File: src/rtl/signed_calc_seq_ctrl.sv
`default_nettype none
// +--------------------------------------------------------------------------+
// | Module  : signed_calc_seq_ctrl                                           |
// | Brief   : Six-step shift-add sequencer, o_fs = 7A - 3B + 6C (wrapping),  |
// |           one shared add/sub unit. SIGNED_CALC_OVF_EN adds o_ovf.        |
// | Revision: 1.0                                                            |
// +--------------------------------------------------------------------------+
module signed_calc_seq_ctrl #(
  parameter int WIDTH_IN  = 4,
  parameter int WIDTH_OUT = 8
) (
  input  logic                 i_clk,
  input  logic                 i_rst_n,
  input  logic                 i_valid,
  output logic                 o_ready,
  input  logic [WIDTH_IN-1:0]  i_as,
  input  logic [WIDTH_IN-1:0]  i_bs,
  input  logic [WIDTH_IN-1:0]  i_cs,
  output logic                 o_valid,
  input  logic                 i_ready,
  output logic [WIDTH_OUT-1:0] o_fs,
`ifdef SIGNED_CALC_OVF_EN
  output logic                 o_ovf,
`endif
  output logic                 o_busy
);

`ifdef SIGNED_CALC_OVF_EN
  localparam int c_guard = 2;
`else
  localparam int c_guard = 0;
`endif
  localparam int c_acc_w = WIDTH_OUT + c_guard;

  localparam logic [1:0] c_st_idle = 2'd0;
  localparam logic [1:0] c_st_calc = 2'd1;
  localparam logic [1:0] c_st_done = 2'd2;
  localparam logic [2:0] c_last_step = 3'd5;

  generate
    if (WIDTH_OUT < WIDTH_IN + 4) begin : g_width_check
      $error("signed_calc_seq_ctrl: WIDTH_OUT must be >= WIDTH_IN+4");
    end
  endgenerate

  logic [1:0]         r_state;
  logic [1:0]         w_state_nxt;
  logic [2:0]         r_step;
  logic [c_acc_w-1:0] r_a;
  logic [c_acc_w-1:0] r_b;
  logic [c_acc_w-1:0] r_c;
  logic [c_acc_w-1:0] r_acc;
  logic [c_acc_w-1:0] w_opd;
  logic               w_sub;
  logic [c_acc_w-1:0] w_sum;
  logic [WIDTH_OUT-1:0] r_fs;
  logic               w_accept;
  logic               w_last;

  assign w_accept = i_valid & o_ready;
  assign w_last   = (r_step >= c_last_step);

  always_ff @(posedge i_clk) begin
    if (!i_rst_n) begin
      r_state <= c_st_idle;
    end else begin
      r_state <= w_state_nxt;
    end
  end

  // Unencoded state values fall through to IDLE.
  always_comb begin
    w_state_nxt = c_st_idle;
    case (r_state)
      c_st_idle: w_state_nxt = i_valid ? c_st_calc : c_st_idle;
      c_st_calc: w_state_nxt = w_last  ? c_st_done : c_st_calc;
      c_st_done: w_state_nxt = i_ready ? c_st_idle : c_st_done;
      default:   w_state_nxt = c_st_idle;
    endcase
  end

  always_comb begin
    o_ready = 1'b0;
    o_valid = 1'b0;
    o_busy  = 1'b0;
    case (r_state)
      c_st_idle: o_ready = 1'b1;
      c_st_calc: o_busy  = 1'b1;
      c_st_done: begin
        o_valid = 1'b1;
        o_busy  = 1'b1;
      end
      default: ;
    endcase
  end

  // Shift-add schedule: +8A -A -2B -B +4C +2C.
  always_comb begin
    w_opd = '0;
    w_sub = 1'b0;
    case (r_step)
      3'd0: w_opd = r_a << 3;
      3'd1: begin w_opd = r_a;      w_sub = 1'b1; end
      3'd2: begin w_opd = r_b << 1; w_sub = 1'b1; end
      3'd3: begin w_opd = r_b;      w_sub = 1'b1; end
      3'd4: w_opd = r_c << 2;
      3'd5: w_opd = r_c << 1;
      default: ;
    endcase
  end

  assign w_sum = r_acc + (w_sub ? ~w_opd : w_opd) + {{(c_acc_w-1){1'b0}}, w_sub};

  always_ff @(posedge i_clk) begin
    if (!i_rst_n) begin
      r_a    <= '0;
      r_b    <= '0;
      r_c    <= '0;
      r_acc  <= '0;
      r_step <= '0;
      r_fs   <= '0;
    end else if (w_accept) begin
      r_a    <= {{(c_acc_w-WIDTH_IN){1'b0}}, i_as};
      r_b    <= {{(c_acc_w-WIDTH_IN){1'b0}}, i_bs};
      r_c    <= {{(c_acc_w-WIDTH_IN){1'b0}}, i_cs};
      r_acc  <= '0;
      r_step <= '0;
    end else if (r_state == c_st_calc) begin
      r_acc  <= w_sum;
      r_step <= r_step + 3'd1;
      if (w_last) begin
        r_fs <= w_sum[WIDTH_OUT-1:0];
      end
    end
  end

  assign o_fs = r_fs;

`ifdef SIGNED_CALC_OVF_EN
  logic r_ovf;

  // Guard bits are 00 only when the true result lies in [0, 2^WIDTH_OUT-1].
  always_ff @(posedge i_clk) begin
    if (!i_rst_n) begin
      r_ovf <= 1'b0;
    end else if (!w_accept && (r_state == c_st_calc) && w_last) begin
      r_ovf <= |w_sum[c_acc_w-1:WIDTH_OUT];
    end
  end

  assign o_ovf = r_ovf;
`endif

endmodule
`default_nettype wire

File: config.mk
export PLATFORM = sky130hd
export DESIGN_NAME = signed_calc_seq_ctrl
export DESIGN_NICKNAME = d
export VERILOG_FILES = /design/src/rtl/signed_calc_seq_ctrl.sv
export SDC_FILE = /design/constraint.sdc
export NUM_CORES = 1
export LEC_CHECK = 0
export ABC_AREA = 1
export BUFFER_PORTS_ARGS = -buffer_cell sky130_fd_sc_hd__buf_2
export CAP_MARGIN = 30
export CORE_MARGIN = 5
export CORE_UTILIZATION = 40
export DETAILED_ROUTE_END_ITERATION = 12
export GPL_TIMING_DRIVEN = 0
export SLEW_MARGIN = 20
export SYNTH_ARGS = -nofsm -noshare
export SYNTH_HDL_FRONTEND = slang
export SYNTH_SLANG_ARGS = --single-unit
File: constraint.sdc
create_clock -name i_clk -period 2.4 [get_ports i_clk]
set_clock_uncertainty 0.05 [all_clocks]
set_input_delay 0.12 -clock i_clk [delete_from_list [all_inputs] [get_ports i_clk]]
set_output_delay 0.12 -clock i_clk [all_outputs]
set_load 0.01 [all_outputs]
After elaboration in Yosys (flattened, before gate mapping)
Cells that the tools add are included.

Flip-flop bits (word level): 33. Latch bits: 0. Memory bits (writable): 0. Memory bits (read-only): 0. Bits of input ports: 16. Word-level logic and storage cells: 38. Memories: 0.

Add/sub/neg operators: 3. $mul: 0. Divide/modulo/power cells: 0. Order comparisons: 1. Eq/ne operators: 7. Shift-type cells: 0. Multiplexer cells: 10. Bitwise gates (word level): 4. Reduce and logical (&&, ||, !) cells: 6.

Operators with widths (count): 7-bit case mux with 6 select lines (1); 8-bit by 1-bit adder with 8-bit output (1); 8-bit adder (1); 8-bit 2-to-1 mux (1); 8-bit inverter (1); 3-bit by 2-bit equality test with 1-bit output (second input constant) (2); 3-bit equality test (second input constant) (2); 2-bit case mux with 3 select lines (1); 1-bit 2-to-1 mux (5); 2-bit 2-to-1 mux (2); 2-bit OR reduction (2); 3-bit by 1-bit adder with 3-bit output (second input constant) (1); 3-bit by 1-bit equality test with 1-bit output (second input constant) (1); 3-bit greater-or-equal comparator (second input constant) (1); 3-bit zero test (1); 3-bit AND reduction (1); 3-bit OR reduction (1); 2-bit by 1-bit equality test with 1-bit output (second input constant) (1); 2-bit equality test (second input constant) (1); 2-bit zero test (1); 1-bit inverter (2); 1-bit AND (1).

Longest topological paths before layout
Gate-level depths: netlist (run 1).

Depth after elaboration: 6. Gate-level depth with buffers: 20. Depth with buffers taken out: 20.

Worst setup path before layout (run 1)
Ideal clock, no wire load.

Path kind: register to register. From: reg r_step[2]. To: reg r_acc[6]. Setup time: 109 ps. Arrival time: 2303 ps. Setup slack: -62 ps. Cell stages (with the launch flop): 18. Path buffers: 0. Period minus slack after synthesis: 2462 ps. Cells stage by stage: dfxtp_1 -> inv_2 -> ha_1 -> nand2_1 -> o21ai_0 -> o31ai_1 -> xor2_1 -> ha_1 -> a21oi_1 -> o21ai_0 -> nand2_1 -> nand2_1 -> a21oi_1 -> inv_1 -> nand2_1 -> nand3_1 -> nand2_1 -> inv_1.

Longest elaborated chain between the ends: 6. Elaborated cells between the ends (all ways): 13. Classes of those cells: add/sub: 2; eq/ne: 5; mux: 3; bitwise: 1; reduce/logical: 2.

RTL lines: from (decl) (line 48) `logic [2:0] r_step;`; from (signal assigned) (line 130) `r_step <= r_step + 3'd1;`; 3-bit equality test, or another cell as far along (line 101) `case (r_step)`; 7-bit case mux with 6 select lines or 3-bit OR reduction (tied branches); 8-bit inverter or 1-bit 2-to-1 mux (tied branches) (line 112, 101); 8-bit 2-to-1 mux (line 112) `assign w_sum = r_acc + (w_sub ? ~w_opd : w_opd) + {{(c_acc_w-1){1'b0}}, w_sub};`; 8-bit adder (line 112); 8-bit by 1-bit adder with 8-bit output (*) (line 112); to (signal assigned) (line 129) `r_acc <= w_sum;`; to (decl) (line 52) `logic [c_acc_w-1:0] r_acc;`.

Every way passes the cells marked *; elsewhere a longest branch is shown, timed or not. A chain may end at the register's enable or synchronous reset.

Final worst setup path (run 1)
From: reg r_step[0]. To: reg r_acc[6].

The elaborated chain is that of the path after synthesis.

==> reports/results.tsv, run 1 <==
metric	value	unit
vias	1785	
final count of hold timing violations	0	
failing checks	setup timing	
RSZ-0062 raised after global routing	yes	
post-synthesis net count	300	
RePlAce Congestion	0.8319	
slew of the pin with the lowest slew margin	0.5361	ns
Setup crit end kind	flip-flop	
post-detailed-route wirelength per cell	12.77	um
Worst Setup Path Type	reg2reg	
post-placement setup slack	-0.3254	ns
Max VDD drop	0.3708	mV
TritonCTS clock tree	yes	
number of global-route vias before repair	1775	
Initial Util	40.93	%
FMAX	394.4	MHz
initial antenna violation count	0	
Max-slew headroom	64.26	%
met3 WL	173	um
worst path required time	2.54	ns
via/cell ratio	4.890	
area grow syn2layout	27.23	%
CTS sink cnt	33	
HPWL after DPL	3.333	mm
MaxCap Viol Count	0	
post-synth top area share	34.40	%
ys async rst share	0	%
outcome	complete, but fails checks	
Rows	25	
Post-Synthesis Cells	268	
crit path DAT	2.68	ns
length of routed met2 wiring	2.120	mm
Final setup viols	9	
Die Y	79.29	um
dominant synthesized flop cell	dfxtp_1	
Critical Path Fanout Max	4	
Mean Syn Cell Area	7.166	um^2
yosys warns	0	
first-pass GRT wire length	8.114	mm
core box area	4692	um^2
post-route minimum period	2.536	ns
Max Slew Vio Count	0	
Area contributors post-synth	dfxtp_1, ha_1, nand2_1, inv_1, a21oi_1	
Reg clk slew, reported paths	0.07	ns
share of cells above drive strength 1	27.01	%
Final period util	105.6	%
area leader, netlist	dfxtp_1	
Layout Nets	342	
Pwr Density	580.6	nW/um^2
initial drt markers	78	
Pwr Total	1.419	mW
Leak	1.211	nW
H-tree depth	2	
first drt pass iteration count	4	
synthesized area	1921	um^2
count leader, synth	nand2_1	
IO Pins	27	
Num CTS Buffers	5	
Die ar.	6287	um^2
clock tree buffer depth	2	
DRC Markers	0	
global route total overflow	0	
IO buf count	26	
Yosys reg bits	33	
Seq/Total Area, Yosys	34.40	%
Post-synth top cells	nand2_1, inv_1, dfxtp_1	
Root Buffer	clkbuf_8	
Worst Hold Class	in2reg	
Die Wd	79.29	um
final worst slack	-0.1355	ns
total track usage	16.65	%
max layer used	met4	
Metal-1 WL	2.276	mm
crit path launch type	flip-flop	
n_diodes	0	
pin count of the biggest net entering global routing	11	
remaining antenna violation count	0	
EDFF count, synth	0	
drt total wl	4.661	mm
Skew-Pair Late Insertion Delay	0.28	ns
Synth cell types	28	
## critical path, stage by stage, from the launching register on
cell and delay, ns:
dfxtp_4 0.38, ha_4 0.16, ha_4 0.16, nand2_2 0.06, o21ai_2 0.05, o31ai_2 0.26
xor2_1 0.23, ha_1 0.30, a21oi_1 0.13, o21ai_1 0.09, nand2_1 0.08, nand2_1 0.07
a21oi_2 0.13, inv_1 0.06, nand2_2 0.07, nand3_2 0.05, nand2_1 0.08, inv_1 0.03
## timing repair
action,4_1_cts,5_1_grt
gates resized for setup,29,6
setup buffers,9,1
pin swaps,17,9
setup endpoints to repair,10,11
hold buffers,0,0
## metal layers
metal / global-route usage, % / vias up
li1: - / 945
met1: 21.43 / 799
met2: 26.85 / 33
met3: 3.288 / 8
met4: 7.388 / 0
met5: 0 / -
## state kept, by name, indices dropped and copies added, names as in the netlist
signal   count
r_c          4
o_fs         8
r_acc        8
r_state      2
r_step       3
r_a          4
r_b          4
## power breakdown
| group | leakage (nW) | internal, mW | switching, mW |
|---|---|---|---|
| clock network | 0.0585 | 0.338 | 0.203 |
| registers | 0.272 | 0.575 | 0.0177 |
| logic | 0.880 | 0.111 | 0.175 |
## metrics by stage
| stage | instances | setup TNS (ns) | hold slack [ns] | instance area, um^2 | utilization (%) |
|---|---|---|---|---|---|
| final | 365 | -0.6485 | 0.03753 | 2444 | 52.08 |
| after global placement | 348 | -1.573 | 0.3209 | 2128 | 45.36 |
| after CTS | 365 | -0.5347 | 0.03291 | 2425 | 51.68 |
| after floorplan | 268 | 0 | 0.2367 | 1931 | - |
| after detailed placement | 348 | -1.692 | 0.3308 | 2128 | 45.36 |
| after global routing | 365 | -2.714 | 0.05887 | 2444 | 52.08 |
## final timing paths
path	from	to	slack (ns)	cells past startpoint
max	r_step[0]	r_acc[6]	-0.14	17
min	i_as[1]	r_a[1]	0.04	3
max reg2reg	r_step[0]	r_acc[6]	-0.14	17
min reg2reg	o_fs[2]	o_fs[2]	0.42	2
## layout by cell type (no fill, tap or decap), types with 2 or more instances in the layout
cell type	Yosys	routed
o22ai_1	5	4
nand2_4	0	3
a21oi_2	0	4
xor2_1	9	8
clkbuf_1	6	7
nor2_1	24	24
o21a_1	4	4
nand2_1	45	41
inv_1	39	36
nand2_2	5	6
nand3_1	16	15
o21ai_0	18	15
nand3_2	2	3
inv_4	0	4
o21bai_1	2	2
a21oi_1	21	17
inv_2	7	6
clkbuf_8	0	6
buf_2	0	26
buf_4	0	9
o21ai_1	4	6
ha_1	15	10
dfxtp_4	0	3
nor3_1	3	3
ha_4	0	4
dfxtp_1	33	30
## layout make-up
class | instances | area, um^2
timing repair buffer | 35 | 197.7
multi-input combinational | 182 | 1174
clock inverter | 1 | 30.03
tap | 54 | 67.56
fill | 477 | 2248
inverter | 46 | 182.7
sequential | 33 | 671.9
buffer | 7 | 33.78
clock buffer | 7 | 86.33
## logic make-up after synthesis
logic type	synth area share, %
and+or+nand+nor	22.67
AOI/OAI and AO/OA	16.81
buffers and inverters	10.75
DFF	34.40
adders and majority gates	10.81
xor gates and xnor gates	4.561
No activity file was read; power rests on OpenSTA's default activity.
==> inputs of run 2 (changes only) <==
--- a/config.mk
+++ b/config.mk
@@ -5,7 +5,6 @@
 export SDC_FILE = /design/constraint.sdc
 export NUM_CORES = 1
 export LEC_CHECK = 0
-export ABC_AREA = 1
 export BUFFER_PORTS_ARGS = -buffer_cell sky130_fd_sc_hd__buf_2
 export CAP_MARGIN = 30
 export CORE_MARGIN = 5
==> run 2 against run 1 <==
Effect of this change: the flow still finishes with violations (setup timing); non-clock buffer count up 18; sequential share of layout area fell by 3.1 points; setup slack worse by 0.42 ns; combinational power grew 28%; synthesized area increased by 2.3%; cell area rose by 13%; total power rose by 5.2%; via count rose by 6.4%; critical path type unchanged.
==> reports/results.tsv, run 2 <==
metric	value	unit	change
slew of the pin with the lowest slew margin	0.6212	ns	was 0.5361 ns
remaining antenna violation count	0		unchanged
final count of hold timing violations	0		unchanged
Die ar.	6416	um^2	was 6287 um^2
ys async rst share	0	%	unchanged
most frequent cells in the layout	nand2_1, dfxtp_1, buf_2		was nand2_1, inv_1, dfxtp_1
count leader, synth	nand2_1		unchanged
vias	1900		was 1785
Pwr Density	542.4	nW/um^2	was 580.6 nW/um^2
crit path DAT	3.14	ns	was 2.68 ns
FMAX	338.1	MHz	was 394.4 MHz
post-route minimum period	2.957	ns	was 2.536 ns
initial antenna violation count	0		unchanged
TritonCTS clock tree	yes		unchanged
Setup crit end kind	flip-flop		unchanged
IO Pins	27		unchanged
Num CTS Buffers	5		unchanged
MaxCap Viol Count	0		unchanged
final worst slack	-0.5575	ns	was -0.1355 ns
post-placement setup slack	-0.7307	ns	was -0.3254 ns
post-detailed-route wirelength per cell	14.42	um	was 12.77 um
worst setup path endpoint	r_acc[7]		was r_acc[6]
Max Slew Vio Count	0		unchanged
dominant synthesized flop cell	dfxtp_1		unchanged
switching share of power	29.47	%	was 27.83%
Area contributors post-synth	dfxtp_1, ha_1, nand2_1, a21oi_1, o21ai_0		was dfxtp_1, ha_1, nand2_1, inv_1, a21oi_1
most common cell after layout, fill and taps aside	nand2_1		unchanged
drt total wl	5.292	mm	was 4.661 mm
first drt pass iteration count	4		unchanged
failing checks	setup timing		unchanged
Psw	0.4399	mW	was 0.3949 mW
area grow syn2layout	39.97	%	was 27.23%
Synth cell types	49		was 28
outcome	complete, but fails checks		unchanged
total track usage	17.36	%	was 16.65%
Yosys reg bits	33		unchanged
H-tree depth	2		unchanged
crit path launch type	flip-flop		unchanged
global route total overflow	0		unchanged
area leader, netlist	dfxtp_1		unchanged
Skew-Pair Late Insertion Delay	0.30	ns	was 0.28 ns
DRC Markers	0		unchanged
CTS sink cnt	33		unchanged
clock tree buffer depth	2		unchanged
reg2reg path depth	13		was 17
via/cell ratio	5.177		was 4.890
Pwr Total	1.492	mW	was 1.419 mW
crit path launch	r_step[1]		was r_step[0]
Sequential Power Share	39.6	%	was 41.8%
number of global-route vias before repair	1832		was 1775
Seq/Total Area, Yosys	33.61	%	was 34.40%
Root Buffer	clkbuf_8		unchanged
yosys warns	0		unchanged
cell internal pwr	1.052	mW	was 1.024 mW
first-pass GRT wire length	8.528	mm	was 8.114 mm
Max VDD drop	0.3127	mV	was 0.3708 mV
Final period util	123.2	%	was 105.6%
Mean Syn Cell Area	8.122	um^2	was 7.166 um^2
Die Wd	80.10	um	was 79.29 um
Logic pwr share	24.4	%	was 20.1%
post-synth top area share	33.61	%	was 34.40%
worst reg2reg startpoint	r_step[1]		was r_step[0]
R2R Path End	r_acc[7]		was r_acc[6]
Rows	25		unchanged
Max-slew headroom	58.58	%	was 64.26%
n_diodes	0		unchanged
HPWL after DPL	3.606	mm	was 3.333 mm
share of cells above drive strength 1	36.00	%	was 27.01%
RePlAce Congestion	0.7874		was 0.8319
Critical Path Fanout Max	7		was 4
Layout Nets	331		was 342
pin count of the biggest net entering global routing	13		was 11
EDFF count, synth	0		unchanged
worst path required time	2.58	ns	was 2.54 ns
core box area	4755	um^2	was 4692 um^2
Worst Setup Path Type	reg2reg		unchanged
synthesized area	1966	um^2	was 1921 um^2
Final setup viols	12		was 9
RSZ-0062 raised after global routing	yes		unchanged
Reg clk slew, reported paths	0.08	ns	was 0.07 ns
flop-to-flop setup slack	-0.56	ns	was -0.14 ns
Die Y	80.10	um	was 79.29 um
initial drt markers	99		was 78
Leak	1.054	nW	was 1.211 nW
IO buf count	26		unchanged
Worst Hold Class	in2reg		unchanged
Clock power frac	36.0	%	was 38.1%
Post-synth top cells	nand2_1, dfxtp_1, a21oi_1		was nand2_1, inv_1, dfxtp_1
post-synthesis net count	274		was 300
Initial Util	41.34	%	was 40.93%
Post-Synthesis Cells	242		was 268
[run 2: critical path, cell delays in order (launching register included)]
cell	delay [ns]
dfxtp_4	0.41
inv_4	0.06
ha_4	0.19
buf_4	0.14
a22o_1	0.17
nand3_1	0.08
o21ai_0	0.13
xnor2_1	0.16
ha_1	0.36
a211oi_2	0.23
o22ai_1	0.11
o31a_1	0.34
or3_4	0.34
a21oi_2	0.13
[run 2: worst min path at each step]
stage | from | endpoint | slack (ns) | depth (start not counted)
after floorplan | i_as[2] | r_a[2] | 0.21 | 2
after global placement | i_as[3] | r_a[3] | 0.31 | 3
after detailed placement | i_cs[2] | r_c[2] | 0.32 | 3
after CTS | i_cs[2] | r_c[2] | 0.003 | 3
after global routing | i_cs[3] | r_c[3] | 0.004 | 3
final | i_bs[3] | r_b[3] | 0.006 | 3
[run 2: layout make-up]
cell class                      instances  area, um^2
Tap cell                               67       83.83
Clock buffer                            5       68.82
Inverter                               11       51.30
Fill cell                             439        2003
Multi-Input combinational cell        188        1433
Timing Repair Buffer                   52       345.3
Clock inverter                          3       46.29
Sequential cell                        33       671.9
Buffer                                  8       51.30
[run 2: metrics by stage]
step | setup TNS (ns) | hold slack [ns] | instance area [um^2] | utilization, % | cells
detailed placement | -6.197 | 0.3171 | 2242 | 47.16 | 335
global route | -6.588 | 0.004028 | 2751 | 57.87 | 367
CTS | -3.882 | 0.002842 | 2596 | 54.61 | 361
global placement | -5.786 | 0.3110 | 2242 | 47.16 | 335
finish | -4.797 | 0.006021 | 2751 | 57.87 | 367
floorplan | -2.694 | 0.2060 | 2028 | - | 242
[run 2: layer usage]
metal  GRT usage [%]  vias up  wire length [um]
met3           5.493       11               265
met5               0        -                 0
li1                -      967                 -
met1           21.86      868              2434
met4           5.068        0                93
met2           28.31       54              2499
[run 2: power groups by stage]
stage / sequential (mW) / clock, mW / combinational, mW
floorplan: 0.595 / 0 / 0.207
global placement: 0.601 / 0 / 0.269
detailed placement: 0.601 / 0 / 0.271
CTS: 0.587 / 0.552 / 0.346
global route: 0.594 / 0.574 / 0.402
finish: 0.591 / 0.538 / 0.364
[run 2: kinds of logic after synthesis]
family,Yosys count,synth area share (%)
AO/OA/AOI/OAI,70,23.68
XOR/XNOR,10,4.456
adder cells (fa/ha/maj),16,10.57
buffers and inverters,21,4.265
flip-flops,33,33.61
multiplexers,5,2.546
AND/OR/NAND/NOR,87,20.88
[run 2: what timing repair did]
action,CTS,global route
gates resized for setup,30,24
hold buffers,0,2
pin swaps,27,18
hold endpoints to repair,0,2
setup buffers,19,5
cloned,0,0
endpoints found under the setup margin,14,15
==> inputs of run 3 (changes only) <==
==> constraint.sdc (replaced) <==
create_clock -name i_clk -period 3.6 [get_ports i_clk]
set_clock_uncertainty 0.05 [all_clocks]
set_input_delay 0.18 -clock i_clk [delete_from_list [all_inputs] [get_ports i_clk]]
set_output_delay 0.18 -clock i_clk [all_outputs]
set_load 0.01 [all_outputs]
==> run 3 against run 2 <==
Effect of this change: the flow now finishes without violations; first-iteration DRC count increased by 30%; fmax down 9.4%; sequential cell count stayed put; combinational power down 51%; register-to-register slack gained 0.89 ns; clock power shrank 32%; core utilization down 8.8 points.
==> reports/results.tsv, run 3 (same netlist as run 2, synthesis figures left out) <==
metric	value	unit	change
cell internal pwr	0.6792	mW	was 1.052 mW
CP Cell Sequence	inv_1, ha_2, o21ba_2, nor2_8, xor2_1, ha_1, a21o_1, a21oi_1, nor2b_1, o31ai_1, or3b_1, a21oi_2		was inv_4, ha_4, buf_4, a22o_1, nand3_1, o21ai_0, xnor2_1, ha_1, a211oi_2, o22ai_1, o31a_1, or3_4, a21oi_2
core box area	4755	um^2	unchanged
slew of the pin with the lowest slew margin	0.5755	ns	was 0.6212 ns
global route total overflow	0		unchanged
crit path DAT	3.43	ns	was 3.14 ns
final worst slack	0.3363	ns	was -0.5575 ns
Clock power frac	39.1	%	was 36.0%
total track usage	15.98	%	was 17.36%
RePlAce Congestion	0.8054		was 0.7874
Slowest-stage cell, CP	dfxtp_1		was dfxtp_4
slowest stage delay, CP	0.52	ns	was 0.41 ns
Die Y	80.10	um	unchanged
Worst Setup Path Type	reg2reg		unchanged
Sequential Power Share	41.7	%	was 39.6%
switching share of power	27.74	%	was 29.47%
IO Pins	27		unchanged
first-pass GRT wire length	8.059	mm	was 8.528 mm
initial antenna violation count	0		unchanged
H-tree depth	2		unchanged
Skew-Pair Late Insertion Delay	0.28	ns	was 0.30 ns
Fillers	483		was 439
Final period util	90.66	%	was 123.2%
Max VDD drop	0.2411	mV	was 0.3127 mV
final count of hold timing violations	0		unchanged
worst path required time	3.76	ns	was 2.58 ns
Layout Nets	308		was 331
Num CTS Buffers	5		unchanged
Die ar.	6416	um^2	unchanged
most frequent cells in the layout	nand2_1, dfxtp_1, buf_2		unchanged
Root Buffer	clkbuf_8		unchanged
Rows	25		unchanged
remaining antenna violation count	0		unchanged
clock tree buffer depth	2		unchanged
HPWL after DPL	3.588	mm	was 3.606 mm
Final setup viols	0		was 12
Psw	0.2607	mW	was 0.4399 mW
initial drt markers	129		was 99
post-route minimum period	3.264	ns	was 2.957 ns
share of cells above drive strength 1	17.33	%	was 36.00%
Worst Hold Class	in2reg		unchanged
FMAX	306.4	MHz	was 338.1 MHz
outcome	complete, no violations		was complete, but fails checks
Die Wd	80.10	um	unchanged
Pwr Density	403.3	nW/um^2	was 542.4 nW/um^2
Leak	0.8892	nW	was 1.054 nW
TritonCTS clock tree	yes		unchanged
CTS sink cnt	33		unchanged
Max Slew Vio Count	0		unchanged
DRC Markers	0		unchanged
area grow syn2layout	18.59	%	was 39.97%
Initial Util	41.34	%	unchanged
most common cell after layout, fill and taps aside	nand2_1		unchanged
number of global-route vias before repair	1661		was 1832
Critical Path Fanout Max	10		was 7
via/cell ratio	5.192		was 5.177
crit path launch type	flip-flop		unchanged
post-detailed-route wirelength per cell	13.74	um	was 14.42 um
first drt pass iteration count	4		unchanged
Max-slew headroom	61.63	%	was 58.58%
n_diodes	0		unchanged
pin count of the biggest net entering global routing	12		was 13
MaxCap Viol Count	0		unchanged
vias	1786		was 1900
IO buf count	26		unchanged
area occupied by multi-input gates	1235	um^2	was 1433 um^2
Setup crit end kind	flip-flop		unchanged
Pwr Total	0.9400	mW	was 1.492 mW
post-placement setup slack	-0.02127	ns	was -0.7307 ns
drt total wl	4.725	mm	was 5.292 mm
storage element area	660.6	um^2	was 671.9 um^2
final non-filler cell total	344		was 367
Reg clk slew, reported paths	0.07	ns	was 0.08 ns
placed insts	335		unchanged
Logic pwr share	19.2	%	was 24.4%
## run 3: final timing paths
path,from,to,slack (ns),cells after the start
setup / recovery,r_step[1],o_fs[5],0.34,12
hold / removal,i_as[0],r_a[0],0.08,3
setup reg to reg,r_step[1],o_fs[5],0.34,12
hold reg to reg,r_a[2],r_a[2],0.40,2
## run 3: through the flow
| stage | hold slack [ns] | area, um^2 | util (%) | TNS (ns) |
|---|---|---|---|---|
| 2_1_floorplan | 0.2660 | 1966 | - | 0 |
| 3_3_place_gp | 0.3712 | 2180 | 45.84 | -0.03763 |
| 3_5_place_dp | 0.3777 | 2180 | 45.84 | -0.02127 |
| 4_1_cts | 0.07241 | 2301 | 48.39 | 0 |
| 5_1_grt | 0.06994 | 2331 | 49.03 | -0.007944 |
| 6_report | 0.07668 | 2331 | 49.03 | 0 |
## run 3: layout make-up
type	instances	share of cell area, %
buffer	10	2.254
timing repair buffer	27	5.904
inverter	11	1.771
clock inverter	2	1.610
multi-input combinational	188	52.98
tap	67	3.596
sequential	33	28.34
clock buffer	6	3.543
## run 3: worst max-delay path, delay by kind of cell, from the launching register on
family	cells	cell delay (ns)
buffers and inverters	1	0.16
xor gates and xnor gates	1	0.18
and+or+nand+nor	3	0.68
adders and majority gates	2	0.56
DFF	1	0.52
AOI/OAI and AO/OA	5	1.04
## run 3: routing by layer
metal	vias to the layer above	track usage (%)	part of all wire, %	wire (um)
met1	819	22.64	49	2336
met5	-	0	0	0
met2	42	24.59	44	2091
li1	920	-	-	-
met4	0	4.054	0.85	40
met3	5	3.363	5.4	255
## run 3: power by group through the flow
stage / Combinational [mW] / Clock [mW] / Sequential [mW]
after detailed placement: 0.174 / 0 / 0.400
after global routing: 0.205 / 0.397 / 0.394
final: 0.180 / 0.368 / 0.392
after floorplan: 0.130 / 0 / 0.396
after global placement: 0.171 / 0 / 0.400
after CTS: 0.176 / 0.374 / 0.392
## run 3: what timing repair did
action | 4_1_cts | 5_1_grt
pin swaps | 0 | 2
hold buffers | 0 | 0
setup buffers | 0 | 1
resized for setup | 1 | 11
endpoints found under the setup margin | 3 | 5
